`src/rtl/wb_result_scheduler.sv`:
```
// Result/writeback bus scheduler: three one-entry holding registers (ALU, LS, MUL)
// share one CDB using fixed priority with aging. Optional same-cycle bypass: WB_RESULT_BYPASS_EN.

module wb_result_slot #(
    parameter int DATA_W       = 32,
    parameter int TAG_W        = 6,
    parameter int STARVE_LIMIT = 4
) (
    input  logic              clk,
    input  logic              rst,
    input  logic              flush,
    input  logic              in_valid,
    input  logic [TAG_W-1:0]  in_tag,
    input  logic [DATA_W-1:0] in_data,
    input  logic              grant,
    input  logic              bypass,
    output logic              hold_v,
    output logic [TAG_W-1:0]  tag,
    output logic [DATA_W-1:0] data,
    output logic              starved,
    output logic              stall
);
    localparam int AGE_W = $clog2(STARVE_LIMIT + 1);
    localparam logic [AGE_W-1:0] AGE_MAX = AGE_W'(STARVE_LIMIT);

    logic [AGE_W-1:0] age;
    logic             load;

    assign stall   = hold_v && !grant && !flush;
    assign starved = hold_v && (age >= AGE_MAX);
    // A bypassed result goes straight to the bus and must not be stored too.
    assign load    = in_valid && !stall && !bypass;

    always_ff @(posedge clk or negedge rst) begin
        if (!rst) begin
            hold_v <= 1'b0;
            tag    <= '0;
            data   <= '0;
            age    <= '0;
        end else if (flush) begin
            hold_v <= 1'b0;
            age    <= '0;
        end else if (load) begin
            hold_v <= 1'b1;
            tag    <= in_tag;
            data   <= in_data;
            age    <= '0;
        end else if (grant) begin
            hold_v <= 1'b0;
            age    <= '0;
        end else if (hold_v && age != AGE_MAX) begin
            age <= age + AGE_W'(1);
        end
    end
endmodule

module wb_result_scheduler #(
    parameter int DATA_W       = 32,
    parameter int TAG_W        = 6,
    parameter int STARVE_LIMIT = 4
) (
    input  logic              clk,
    input  logic              rst,
    input  logic              flush,
    input  logic              alu_valid,
    input  logic [TAG_W-1:0]  alu_tag,
    input  logic [DATA_W-1:0] alu_data,
    input  logic              ls_valid,
    input  logic [TAG_W-1:0]  ls_tag,
    input  logic [DATA_W-1:0] ls_data,
    input  logic              mul_valid,
    input  logic [TAG_W-1:0]  mul_tag,
    input  logic [DATA_W-1:0] mul_data,
    output logic              cdb_valid,
    output logic [TAG_W-1:0]  cdb_tag,
    output logic [DATA_W-1:0] cdb_data,
    output logic [1:0]        sel_result,
    output logic              stall_alu,
    output logic              stall_ls,
    output logic              stall_mul
);
    localparam int NUM_SRC = 3;

    logic [NUM_SRC-1:0]             in_valid;
    logic [NUM_SRC-1:0][TAG_W-1:0]  in_tag;
    logic [NUM_SRC-1:0][DATA_W-1:0] in_data;
    logic [NUM_SRC-1:0]             hold_v, starved, stall, grant, bypass, pick;
    logic [NUM_SRC-1:0][TAG_W-1:0]  hold_tag;
    logic [NUM_SRC-1:0][DATA_W-1:0] hold_data;
    logic [1:0]                     win;
    logic                           win_any;

    assign in_valid = {mul_valid, ls_valid, alu_valid};
    assign in_tag   = {mul_tag, ls_tag, alu_tag};
    assign in_data  = {mul_data, ls_data, alu_data};

    for (genvar i = 0; i < NUM_SRC; i++) begin : g_slot
        wb_result_slot #(
            .DATA_W      (DATA_W),
            .TAG_W       (TAG_W),
            .STARVE_LIMIT(STARVE_LIMIT)
        ) u_slot (
            .clk     (clk),
            .rst     (rst),
            .flush   (flush),
            .in_valid(in_valid[i]),
            .in_tag  (in_tag[i]),
            .in_data (in_data[i]),
            .grant   (grant[i]),
            .bypass  (bypass[i]),
            .hold_v  (hold_v[i]),
            .tag     (hold_tag[i]),
            .data    (hold_data[i]),
            .starved (starved[i]),
            .stall   (stall[i])
        );
    end

    assign stall_alu = stall[0];
    assign stall_ls  = stall[1];
    assign stall_mul = stall[2];

    // Starved sources pre-empt fixed priority; index 0 (ALU) wins ties.
    assign pick = (|starved) ? starved : hold_v;

    always_comb begin
        win     = 2'd3;
        win_any = 1'b0;
        for (int i = NUM_SRC - 1; i >= 0; i--) begin
            if (pick[i]) begin
                win     = 2'(i);
                win_any = 1'b1;
            end
        end
    end

    assign grant = (win_any && !flush) ? (NUM_SRC'(1) << win) : '0;

`ifdef WB_RESULT_BYPASS_EN
    logic [1:0] byp_win;
    logic       byp_any;
    logic       byp_en;

    // Bypass only when nothing is held, so it never competes with a stored result.
    assign byp_en = rst && !flush && !(|hold_v);

    always_comb begin
        byp_win = 2'd3;
        byp_any = 1'b0;
        for (int i = NUM_SRC - 1; i >= 0; i--) begin
            if (in_valid[i]) begin
                byp_win = 2'(i);
                byp_any = 1'b1;
            end
        end
    end

    assign bypass = (byp_en && byp_any) ? (NUM_SRC'(1) << byp_win) : '0;

    always_comb begin
        cdb_valid  = 1'b0;
        cdb_tag    = '0;
        cdb_data   = '0;
        sel_result = 2'd3;
        if (win_any && !flush) begin
            cdb_valid  = 1'b1;
            cdb_tag    = hold_tag[win];
            cdb_data   = hold_data[win];
            sel_result = win;
        end else if (byp_en && byp_any) begin
            cdb_valid  = 1'b1;
            cdb_tag    = in_tag[byp_win];
            cdb_data   = in_data[byp_win];
            sel_result = byp_win;
        end
    end
`else
    assign bypass = '0;

    always_comb begin
        cdb_valid  = 1'b0;
        cdb_tag    = '0;
        cdb_data   = '0;
        sel_result = 2'd3;
        if (win_any && !flush) begin
            cdb_valid  = 1'b1;
            cdb_tag    = hold_tag[win];
            cdb_data   = hold_data[win];
            sel_result = win;
        end
    end
`endif
endmodule

```
`config.mk`:
```
export PLATFORM = sky130hd
export DESIGN_NAME = wb_result_scheduler
export DESIGN_NICKNAME = d
export VERILOG_FILES = /design/src/rtl/wb_result_scheduler.sv
export SDC_FILE = /design/constraint.sdc
export NUM_CORES = 1
export LEC_CHECK = 0
export BUFFER_PORTS_ARGS = -buffer_cell sky130_fd_sc_hd__buf_4
export CORE_UTILIZATION = 30
export CTS_CLUSTER_SIZE = 10
export DETAILED_ROUTE_END_ITERATION = 8
export GPL_ROUTABILITY_DRIVEN = 0
export PLACE_DENSITY = 0.53
export SLEW_MARGIN = 15
export SYNTH_ARGS = -nofsm -noshare
export SYNTH_HDL_FRONTEND = slang
export SYNTH_HIERARCHICAL = 1
export SYNTH_SLANG_ARGS = --single-unit
```
`constraint.sdc`:
```
create_clock -name clk -period 2.7 [get_ports clk]
set_clock_uncertainty 0.15 [all_clocks]
set_input_delay 0.27 -clock clk [delete_from_list [all_inputs] [get_ports clk]]
set_output_delay 0.27 -clock clk [all_outputs]
set_load 0.005 [all_outputs]
```
== After elaboration in Yosys (flattened, before gate mapping) ==
Index checks and enable logic that the tools add are counted.
Storage, ports and cells
  word-level logic and storage cells: 94
  register bits after elaboration: 126
  input port bits: 120
  output and inout port bits: 44
Operators by class
  muxes and demuxes: 37
  magnitude comparators: 4
  shift operators: 1
  reductions and logical operators: 33
  bitwise logic cells: 1
  equality and inequality tests: 3
  add/subtract/negate cells: 3
Operator list (count)
  $bmux W32 S2: 1
  $mux W32: 2
  $mux W3: 14
  $logic_and A1 B1 Y1: 16
  $mux W1: 14
  $bmux W6 S2: 1
  $mux W6: 2
  $reduce_bool A4 Y1: 3
  $add A3 B1 Y3 const B: 3
  $ge A3 B3 Y1 const B: 3
  $ne A3 B3 Y1 const B: 3
  $reduce_bool A3 Y1: 3
  $logic_not A1 Y1: 7
  $mux W2: 3
  $reduce_and A2 Y1: 3
  $lt A2 B3 Y1 const B: 1
  $reduce_or A3 Y1: 1
  $shl A1 B2 Y3 const A: 1
  $not A1 Y1: 1

== Depth between registers and ports, before layout ==
Gate-level depths: netlist of run 1.
  word-level depth: 16
  depth in mapped cells: 12
  mapped depth without buffers: 7

== Hierarchy ==
Netlist of run 1, hierarchy kept.
By module, submodules not included
  wb_result_slot: area each 1677.9 um2, cells each 104, instances 3
  wb_result_scheduler: area each 903.4 um2, cells each 116, instances 1

== Worst setup path after synthesis of run 1 ==
No wires, ideal clock.
  path type: reg2reg
  from: register g_slot[0].u_slot.hold_v
  to: register g_slot[2].u_slot.data[19]
  period minus slack after synthesis: 2667 ps
  data required time: 2425 ps
  stages on the path, launching flop included: 13
  slack: 33 ps
  arrival: 2392 ps
  buffers on the path: 5
  path through: dfrtp_1 and2_1 buf_2 nor2_1 o21a_1 nor2b_1 buf_6 buf_6 inv_1 a211o_1 buf_6 buf_6 mux2_4
Between the ends
  cells in the longest elaborated chain, start to end: 14
Ends and longest elaborated chain
  start: declaration: RTL line 17  | output logic hold_v,
  start signal: assignment: RTL line 36  | hold_v <= 1'b0;
  start signal: assignment: RTL line 41  | hold_v <= 1'b0;
  start signal: assignment: RTL line 44  | hold_v <= 1'b1;
  $logic_and A1 B1 Y1 *: RTL line 30  | assign starved = hold_v && (age >= AGE_MAX);
  net starved[0]: RTL line 87  | logic [NUM_SRC-1:0] hold_v, starved, stall, grant, bypass, pick;
  $reduce_or A3 Y1: RTL line 124  | assign pick = (|starved) ? starved : hold_v;
  $mux W3 *: RTL line 124
  $mux W1: RTL line 130  | if (pick[i]) begin
  $mux W2 / $mux W1 (equally long branches) (2 in series): RTL line 130
  $shl A1 B2 Y3 / $logic_and A1 B1 Y1 (equally long branches): RTL line 137  | assign grant = (win_any && !flush) ? (NUM_SRC'(1) << win) : '0;
  $mux W3 *: RTL line 137
  net grant[2]: RTL line 87
  $logic_not A1 Y1 *: RTL line 29  | assign stall = hold_v && !grant && !flush;
  $logic_and A1 B1 Y1 * (2 in series): RTL line 29
  $logic_not A1 Y1 *: RTL line 32  | assign load = in_valid && !stall && !bypass;
  $logic_and A1 B1 Y1 *: RTL line 32
  $reduce_and A2 Y1 (no source line) *
  end signal: assignment: RTL line 46  | data <= in_data;
  end: declaration: RTL line 19  | output logic [DATA_W-1:0] data,
The timed path passes the listed nets; every way through them passes the cells marked *.
A chain may end at the register's enable or synchronous reset.

== Final worst setup path of run 1 ==
  from: register g_slot[1].u_slot.age[2]
  to: output port cdb_data[28]
Between the ends
  cells in the longest elaborated chain, start to end: 10
Ends and longest elaborated chain
  start: declaration: RTL line 26  | logic [AGE_W-1:0] age;
  start signal: assignment: RTL line 52  | age <= age + AGE_W'(1);
  $ge A3 B3 Y1 *: RTL line 30
  $logic_and A1 B1 Y1 *: RTL line 30
  net starved[1]: RTL line 87
  $reduce_or A3 Y1: RTL line 124
  $mux W3 *: RTL line 124
  $mux W1: RTL line 130
  $mux W2 (2 in series): RTL line 130
  $bmux W32 S2: RTL line 188  | cdb_data = hold_data[win];
  $mux W32 (implied by the code): RTL line 188
  $mux W32 *: RTL line 185  | if (win_any && !flush) begin
  end: declaration: RTL line 76  | output logic [DATA_W-1:0] cdb_data,
The timed path passes the listed nets; every way through them passes the cells marked *. The select of a mux whose other input is x is not followed.

==> results.toml, run 1 <==
[power]
p_leak_nw = 4.48
power.density_mw_per_mm2 = 627
finalPower_mw = 6.02
ir_drop_uv = 355
switching_share = 0.240
clockPowerShare = 0.378
netSwitchingPower_mw = 1.45
power_frac_seq = 0.418
pwr-share-comb = 0.203
intPower_mw = 4.57

[cells_and_area]
multi_input_area_mm2 = 0.00265
fillers = 1742
fin_cells = 1017
seq_area_mm2 = 0.00316
diodes = 0
drive_gt1_frac = 0.517
nNetsFinal = 865
final_util = 0.495
area_delta_synth_final_pct = 61.6

[logic_synthesis]
yosysSeqAreaShare = 0.531
async_flop_share = 1.00
synth.area.top_cells = "dfrtp_1 (53%), mux2_2 (17%), mux2_4 (6.8%), a221o_1 (6.1%), and2_1 (3.7%)"
yosys_register_bits = 126
synthTopCellsByCount = "dfrtp_1 (126), mux2_2 (89), a221o_1 (36), and2_1 (35), mux2_4 (27)"
ys_types = 32
synth-edff-count = 0
synth_top_cell_area_share = 0.531
synthCells = 428
yosys.area.top_type = "dfrtp_1"
synth_ff_type = "dfrtp_1"
ys_warn_count = 6
syn_avg_cell_area_um2 = 13.9
synth_area_mm2 = 0.00594
synthMostInstantiatedCell = "dfrtp_1"

[timing]
setup_viol = 0
relSlewSlack = 0.658
drv_slew = 0
tightest_slew_ns = 0.514
hold_viol = 0
fmax_ghz = 0.375
min_period_ns = 2.67
finalSetupTns_ns = 0
period_share = 0.989
rsz0062_at_grt = "true"

[routing]
antenna_left = 0
drt_wl_total_um = 17500
routed_via_density = 4.56
wl_per_cell_um = 17.2
drt_iter0_drc = 148
drt_pass1_iterations = 4
drc = 0
via_count = 4637

[placement]
dp.cells = 851
port_buffers = 163
dpl.hpwl_um = 10500

[cts]
clockRootBuffer = "clkbuf_16"
clockBufferDepth = 2
cts_max_level = 4
clock-sinks = 126
cts_tree = "yes"
path_clk_slew_ns = 0.06
clk_latency_ns = 0.41
cts_buffers = 17

[flow_run]
maxCapViolCount = 0

[die]
coreArea_mm2 = 0.0194
die_h_um = 143
ioPinCount = 164
rows = 51
initial_core_util = 0.306
dieArea_mm2 = 0.0204
die_x_um = 143

[worst_setup_path]
critPathMaxStageDelay_ns = 0.40
path_class = "flip-flop to primary output"
worstPathCellList = "and2_4 > or3b_4 > a21oi_4 > buf_6 > clkbuf_16 > and2_4 > a221o_1 > buf_4"
cp-start-kind = "flip-flop"
cp_slowest_cell = "dfrtp_1"
critPathRequiredTime_ns = 2.28
cp_common_cell = "and2_4"
worstPathMaxFanout = 5
endpoint_kind = "primary output"
reg2reg_slack_ns = 0.15
arrival_ns = 2.25
worstRegToRegCells = 8

[grt]
grt_overflow_total = 0
grt_start_max_net_pins = 46
grt_use_total = 0.169
grt_pass1_wl_um = 26000
antenna_found_initial = 0
grt_pass1_vias = 5083

[hold_path]
hp-class = "input port to flip-flop"
whs_path_depth = 4

[outcome]
status = "finished clean"
logic make-up after synthesis:
| kind of cell | synth area share |
|---|---|
| AND/OR/NAND/NOR | 0.0795 |
| multiplexers | 0.242 |
| AO/OA/AOI/OAI | 0.0896 |
| other | 0.000632 |
| adder cells (fa/ha/maj) | 0.0126 |
| buffers and inverters | 0.0400 |
| XOR/XNOR | 0.00443 |
| flip-flops | 0.531 |
worst paths after layout:
check	from	end
max	g_slot[1].u_slot/age[2]	cdb_data[28]
min	ls_valid	g_slot[1].u_slot/age[1]
min reg2reg	g_slot[0].u_slot/data[13]	g_slot[0].u_slot/data[13]
max reg2reg	g_slot[1].u_slot/age[2]	g_slot[0].u_slot/data[31]
min in group asynchronous	rst	g_slot[1].u_slot/data[19]
max in group asynchronous	rst	g_slot[0].u_slot/data[6]
critical path, delay by kind of cell (launching register included):
family | cells | cell delay (ns)
AOI/OAI and AO/OA | 2 | 0.30
buffers and inverters | 3 | 0.44
DFF | 1 | 0.40
and+or+nand+nor | 3 | 0.70
flip-flops by register name, indices dropped and copies added (netlist names):
signal	flops
g_slot.u_slot/data	96
g_slot.u_slot/hold_v	3
g_slot.u_slot/age	9
g_slot.u_slot/tag	18
routing by layer:
metal  GRT usage  vias up  wire length (um)
li1            -     2179                 -
met1       0.198     2339              7520
met2       0.302      108              9060
met3      0.0382       11               707
met4      0.0623        0               199
met5           0        -                 0
what timing repair did:
action / 4_1_cts / 5_1_grt
pin swaps: 1 / 31
cloned: 2 / 6
resized for setup: 8 / 39
setup endpoints to repair: 39 / 40
setup buffers: 4 / 7
hold buffers: 115 / 0
hold endpoints to repair: 148 / 0
cell type report:
cell class	instances	area share
tap	265	0.0346
timing repair buffer	313	0.294
sequential	126	0.329
clock buffer	22	0.0505
inverter	11	0.00430
multi-input combinational	270	0.276
clock inverter	10	0.0116
power groups by stage:
stage | logic [mW] | registers (mW) | clock network [mW]
floorplan | 0.633 | 2.47 | 0
global placement | 0.987 | 2.52 | 0
detailed placement | 1.02 | 2.54 | 0
CTS | 1.19 | 2.50 | 2.35
global route | 1.32 | 2.57 | 2.45
finish | 1.22 | 2.52 | 2.28
stage by stage:
step | hold slack [ns] | cell area [um2] | setup slack (ns)
final | 0.216 | 9590 | 0.0310
after global routing | 0.245 | 9590 | -0.0513
after CTS | 0.190 | 9340 | -0.00968
after detailed placement | 0.131 | 7480 | 0.188
after global placement | 0.122 | 7480 | 0.223
after floorplan | -0.176 | 5940 | 0.0325
layout by cell type (no fill, tap or decap), types with 2 or more instances in the layout:
cell type / count
dlygate4sd3_1: 115
o32ai_1: 2
a221o_1: 36
clkinv_2: 4
and2_4: 31
a21oi_1: 9
buf_6: 6
nor2_1: 12
o21ai_0: 4
conb_1: 3
mux2_4: 27
nand2_1: 4
buf_12: 4
nor3_1: 3
ha_1: 6
buf_4: 182
and2_1: 11
nand2b_1: 8
xnor2_1: 3
bufinv_16: 2
dfrtp_1: 124
and4b_1: 3
a21boi_0: 3
mux2i_1: 3
dfrtp_2: 2
clkbuf_16: 21
buf_16: 2
inv_1: 11
clkinvlp_4: 3
a211o_2: 3
mux2_2: 89
clkbuf_8: 4
No activity file was read; power rests on OpenSTA's default activity.
==> inputs of run 2 (changes only) <==
--- a/config.mk
+++ b/config.mk
@@ -6,10 +6,12 @@
 export NUM_CORES = 1
 export LEC_CHECK = 0
 export BUFFER_PORTS_ARGS = -buffer_cell sky130_fd_sc_hd__buf_4
+export CORE_ASPECT_RATIO = 0.5
 export CORE_UTILIZATION = 30
 export CTS_CLUSTER_SIZE = 10
 export DETAILED_ROUTE_END_ITERATION = 8
 export GPL_ROUTABILITY_DRIVEN = 0
+export GPL_TIMING_DRIVEN = 0
 export PLACE_DENSITY = 0.53
 export SLEW_MARGIN = 15
 export SYNTH_ARGS = -nofsm -noshare
==> results.toml, run 2 (synthesis gave the netlist of run 1 again) <==
[worst_setup_path]
r2r_end = "g_slot[2].u_slot/data[26]"
path_class = "flip-flop to primary output"
cp_common_cell = "buf_6"
critPathRequiredTime_ns = 2.28
endpoint_kind = "primary output"
cp-start-kind = "flip-flop"
arrival_ns = 2.26
cp-endpoint = "cdb_data[13]"
rr_startpoint = "g_slot[0].u_slot/hold_v"
cp_slowest_cell = "dfrtp_2"
critPathLaunch = "g_slot[2].u_slot/hold_v"
worstPathMaxFanout = 10
worstPathCellList = "buf_6 > nor3b_4 > o21a_1 > nor2b_4 > buf_12 > buf_6 > a221o_1 > buf_4"
worstRegToRegCells = 11
critPathMaxStageDelay_ns = 0.42
reg2reg_slack_ns = 0.05

[cells_and_area]
top_register = "g_slot.u_slot/data"
fillers = 1684
layout_common_cells = "buf_4 (178), dfrtp_1 (123), dlygate4sd3_1 (115)"
largest_register_ffs = 96
drive_gt1_frac = 0.495
diodes = 0
top_regs = "g_slot.u_slot/data (96), g_slot.u_slot/tag (18), g_slot.u_slot/age (9)"
nNetsFinal = 876
area_delta_synth_final_pct = 61.7
final_common_cell = "buf_4"

[grt]
grt_use_total = 0.168
grt_pass1_vias = 4895
grt_overflow_total = 0
grt_start_max_net_pins = 99
antenna_found_initial = 0
grt_pass1_wl_um = 26200

[cts]
cts_buffers = 17
cts_max_level = 4
clockBufferDepth = 2
cts_tree = "yes"
clock-sinks = 126
clk_latency_ns = 0.41
clockRootBuffer = "clkbuf_16"
path_clk_slew_ns = 0.06

[routing]
via_count = 4603
antenna_left = 0
drt_iter0_drc = 94
routed_via_density = 4.50
drt_pass1_iterations = 4
wl_per_cell_um = 16.4
drc = 0
drt_wl_total_um = 16700

[placement]
dpl.hpwl_um = 10600
port_buffers = 163
pre_cts_ws_ns = -0.834

[timing]
setup_viol = 0
fmax_ghz = 0.373
tightest_slew_ns = 0.566
hold_viol = 0
finalSetupTns_ns = 0
rsz0062_at_grt = "true"
holdWs_ns = 0.147
min_period_ns = 2.68
relSlewSlack = 0.623
finalWorstSetupSlack_ns = 0.0173
period_share = 0.994
drv_slew = 0

[die]
die_h_um = 101
rows = 35
dieArea_mm2 = 0.0204
die_x_um = 201
ioPinCount = 164
coreArea_mm2 = 0.0189
initial_core_util = 0.315

[power]
p_leak_nw = 4.48
ir_drop_uv = 361
power.density_mw_per_mm2 = 630

[hold_path]
hp-class = "input port to asynchronous set/reset pin"

[outcome]
status = "finished clean"

[flow_run]
maxCapViolCount = 0
-- run 2: cell types whose count changed in the layout (fill, tap and decap cells not counted), sizes merged --
| cell | change |
|---|---|
| clkinv | +2 |
| buf | +13 |
| clkinvlp | +1 |
| clkbuf | -6 |
| bufinv | +1 |
-- run 2: power breakdown --
part	switching (mW)	internal, mW	leakage [nW]	total, mW
clock network	0.890	1.45	0.282	2.34
logic	0.388	0.813	2.68	1.20
registers	0.206	2.30	1.51	2.50
total	1.48	4.56	4.48	6.05
-- run 2: how the worst min path moves through the flow --
stage                              start                        end  cells after the start
2_1_floorplan                        rst    g_slot[0].u_slot/age[0]                      0
3_3_place_gp   g_slot[0].u_slot/data[12]  g_slot[0].u_slot/data[12]                      1
3_5_place_dp                         rst    g_slot[1].u_slot/tag[3]                      1
4_1_cts                              rst    g_slot[1].u_slot/tag[3]                      2
5_1_grt                              rst    g_slot[2].u_slot/tag[3]                      2
6_report                             rst    g_slot[2].u_slot/tag[3]                      2
-- run 2: worst max-delay path: cells and delay by family, from the launching register on --
| kind | cells | cell delay, ns |
|---|---|---|
| DFF | 1 | 0.42 |
| AOI/OAI and AO/OA | 2 | 0.58 |
| buffers and inverters | 4 | 0.57 |
| and+or+nand+nor | 2 | 0.28 |
-- run 2: per-stage QoR --
| step | std cells | utilization | power, mW | cell area, um2 |
|---|---|---|---|---|
| 2_1_floorplan | 430 | - | 3.10 | 5940 |
| 3_3_place_gp | 852 | 0.397 | 3.52 | 7490 |
| 3_5_place_dp | 853 | 0.399 | 3.56 | 7530 |
| 4_1_cts | 1011 | 0.499 | 6.11 | 9420 |
| 5_1_grt | 1022 | 0.509 | 6.37 | 9600 |
| 6_report | 1022 | 0.509 | 6.05 | 9600 |
-- run 2: final cells by class --
| cell class | instances | area [um2] | area share |
|---|---|---|---|
| buffer | 21 | 231 | 0.0241 |
| clock buffer | 18 | 429 | 0.0447 |
| clock inverter | 14 | 170 | 0.0177 |
| inverter | 11 | 41.3 | 0.00430 |
| multi-input combinational | 270 | 2600 | 0.271 |
| sequential | 126 | 3160 | 0.329 |
| tap | 259 | 324 | 0.0338 |
| timing repair buffer | 303 | 2650 | 0.276 |
-- run 2: timing repair --
action                                  4_1_cts  5_1_grt
resized for setup                            21       17
pin swaps                                     3       27
hold endpoints to repair                    240        0
hold buffers                                115        0
buffers inserted                             12       10
gates cloned                                  0        2
endpoints found under the setup margin      161       83
-- run 2: layer usage --
metal | GRT usage | up-vias | wire, um
li1 | - | 2211 | -
met1 | 0.219 | 2317 | 7950
met2 | 0.280 | 66 | 8140
met3 | 0.0438 | 9 | 538
met4 | 0.0452 | 0 | 93
met5 | 0 | - | 0
==> inputs of run 3 (changes only) <==
--- a/config.mk
+++ b/config.mk
@@ -8,6 +8,7 @@
 export BUFFER_PORTS_ARGS = -buffer_cell sky130_fd_sc_hd__buf_4
 export CORE_ASPECT_RATIO = 0.5
 export CORE_UTILIZATION = 30
+export CTS_BUF_LIST = sky130_fd_sc_hd__clkbuf_16
 export CTS_CLUSTER_SIZE = 10
 export DETAILED_ROUTE_END_ITERATION = 8
 export GPL_ROUTABILITY_DRIVEN = 0
==> results.toml, run 3 (synthesis gave the netlist of run 1 again) <==
[cts]
clock-sinks = 126
path_clk_slew_ns = 0.06
clk_latency_ns = 0.41
cts_buffers = 17
cts_max_level = 4
clockRootBuffer = "clkbuf_16"
clockBufferDepth = 2
cts_tree = "yes"

[worst_setup_path]
cp-start-kind = "flip-flop"
endpoint_kind = "primary output"
cp_slowest_cell = "dfrtp_2"
arrival_ns = 2.26
critPathMaxStageDelay_ns = 0.42
crit_buf_inv = 4
cp_top_family = "compound AO/OA/AOI/OAI gates"
critPathRequiredTime_ns = 2.28
worstPathMaxFanout = 10
cp_common_cell = "buf_6"
worstPathCellList = "buf_6 > nor3b_4 > o21a_1 > nor2b_4 > buf_12 > buf_6 > a221o_1 > buf_4"
path_class = "flip-flop to primary output"

[timing]
finalSetupTns_ns = 0
period_share = 0.991
setup_viol = 0
drv_slew = 0
fmax_ghz = 0.374
tightest_slew_ns = 0.571
relSlewSlack = 0.619
hold_viol = 0
finalWorstSetupSlack_ns = 0.0230
min_period_ns = 2.68
holdWs_ns = 0.147
rsz0062_at_grt = "true"

[flow_run]
maxCapViolCount = 0

[placement]
port_buffers = 163
dpl.hpwl_um = 10600
dp.cells = 853
pre_cts_ws_ns = -0.834
dpl_cell_area_mm2 = 0.00753

[outcome]
status = "finished clean"

[grt]
grt_use_total = 0.168
grt_start_max_net_pins = 99
grt_pass1_vias = 4895
antenna_found_initial = 0
grt_pass1_wl_um = 26200
grt_overflow_total = 0

[die]
initial_core_util = 0.315
rows = 35
ioPinCount = 164
dieArea_mm2 = 0.0204
die_h_um = 101
die_x_um = 201
coreArea_mm2 = 0.0189

[cells_and_area]
fillers = 1684
final_common_cell = "buf_4"
nNetsFinal = 876
layout_common_cells = "buf_4 (178), dfrtp_1 (123), dlygate4sd3_1 (115)"
drive_gt1_frac = 0.495
area_delta_synth_final_pct = 61.7
diodes = 0
top_register = "g_slot.u_slot/data"
final_util = 0.509
design_area_mm2 = 0.00960
top_regs = "g_slot.u_slot/data (96), g_slot.u_slot/tag (18), g_slot.u_slot/age (9)"
fin_cells = 1022
largest_register_ffs = 96

[power]
p_leak_nw = 4.48
power.density_mw_per_mm2 = 630
ir_drop_uv = 359
finalPower_mw = 6.04

[routing]
wl_met3_um = 544
drt_pass1_iterations = 5
wl_per_cell_um = 16.4
drt_iter0_drc = 104
antenna_left = 0
dr_wl_met2_um = 8150
highest_layer = "met4"
routed_via_density = 4.51
drc = 0
wl_met1_um = 7950
drt_wl_total_um = 16700
via_count = 4611

[hold_path]
hp-class = "input port to asynchronous set/reset pin"
## run 3: final cells by class
class                   count  area (um2)  share of cell area
inverters                  11        41.3             0.00430
clock buffers              17         425              0.0443
multi-input cells         270        2600               0.271
flip-flops and latches    126        3160               0.329
repair buffers            303        2650               0.276
clock inverters            15         174              0.0181
well taps                 259         324              0.0338
plain buffers              21         231              0.0241
## run 3: worst paths after layout
kind                       cells past startpoint                      from                         to  slack (ns)
setup reg to reg                               9   g_slot[2].u_slot/hold_v  g_slot[0].u_slot/data[26]        0.06
hold / removal                                 2                       rst    g_slot[2].u_slot/tag[3]        0.15
hold reg to reg                                1  g_slot[0].u_slot/data[3]   g_slot[0].u_slot/data[3]        0.35
min in group clk                               4                 mul_valid    g_slot[2].u_slot/age[0]        0.23
setup / recovery                               8   g_slot[2].u_slot/hold_v               cdb_data[13]        0.02
max in group asynchronous                      3                       rst    g_slot[2].u_slot/tag[5]        1.43
## run 3: timing repair
action / in CTS / in global routing
pin swaps: 3 / 27
resized for setup: 21 / 17
hold buffers: 115 / 0
buffers inserted: 12 / 10
endpoints found under the setup margin: 161 / 83
gates cloned: 0 / 2
endpoints found under the hold margin: 240 / 0
## run 3: worst reg2reg max path: stages, from the launching register on
cell and delay [ns]:
dfrtp_2 0.42, and2_4 0.17, or3b_4 0.40, a21oi_4 0.21
buf_6 0.19, inv_1 0.05, a211o_1 0.29, buf_6 0.17
buf_6 0.17, mux2_4 0.31
## run 3: power by group
group | switching [mW] | internal, mW | total, mW | leakage (nW)
Clock | 0.891 | 1.45 | 2.34 | 0.286
Combinational | 0.388 | 0.813 | 1.20 | 2.68
Sequential | 0.207 | 2.30 | 2.50 | 1.51
Total | 1.49 | 4.56 | 6.04 | 4.48
## run 3: layer usage
| layer | vias to the layer above | GRT usage |
|---|---|---|
| met4 | 0 | 0.0452 |
| met3 | 9 | 0.0438 |
| met5 | - | 0 |
| met2 | 70 | 0.280 |
| met1 | 2320 | 0.219 |
| li1 | 2212 | - |
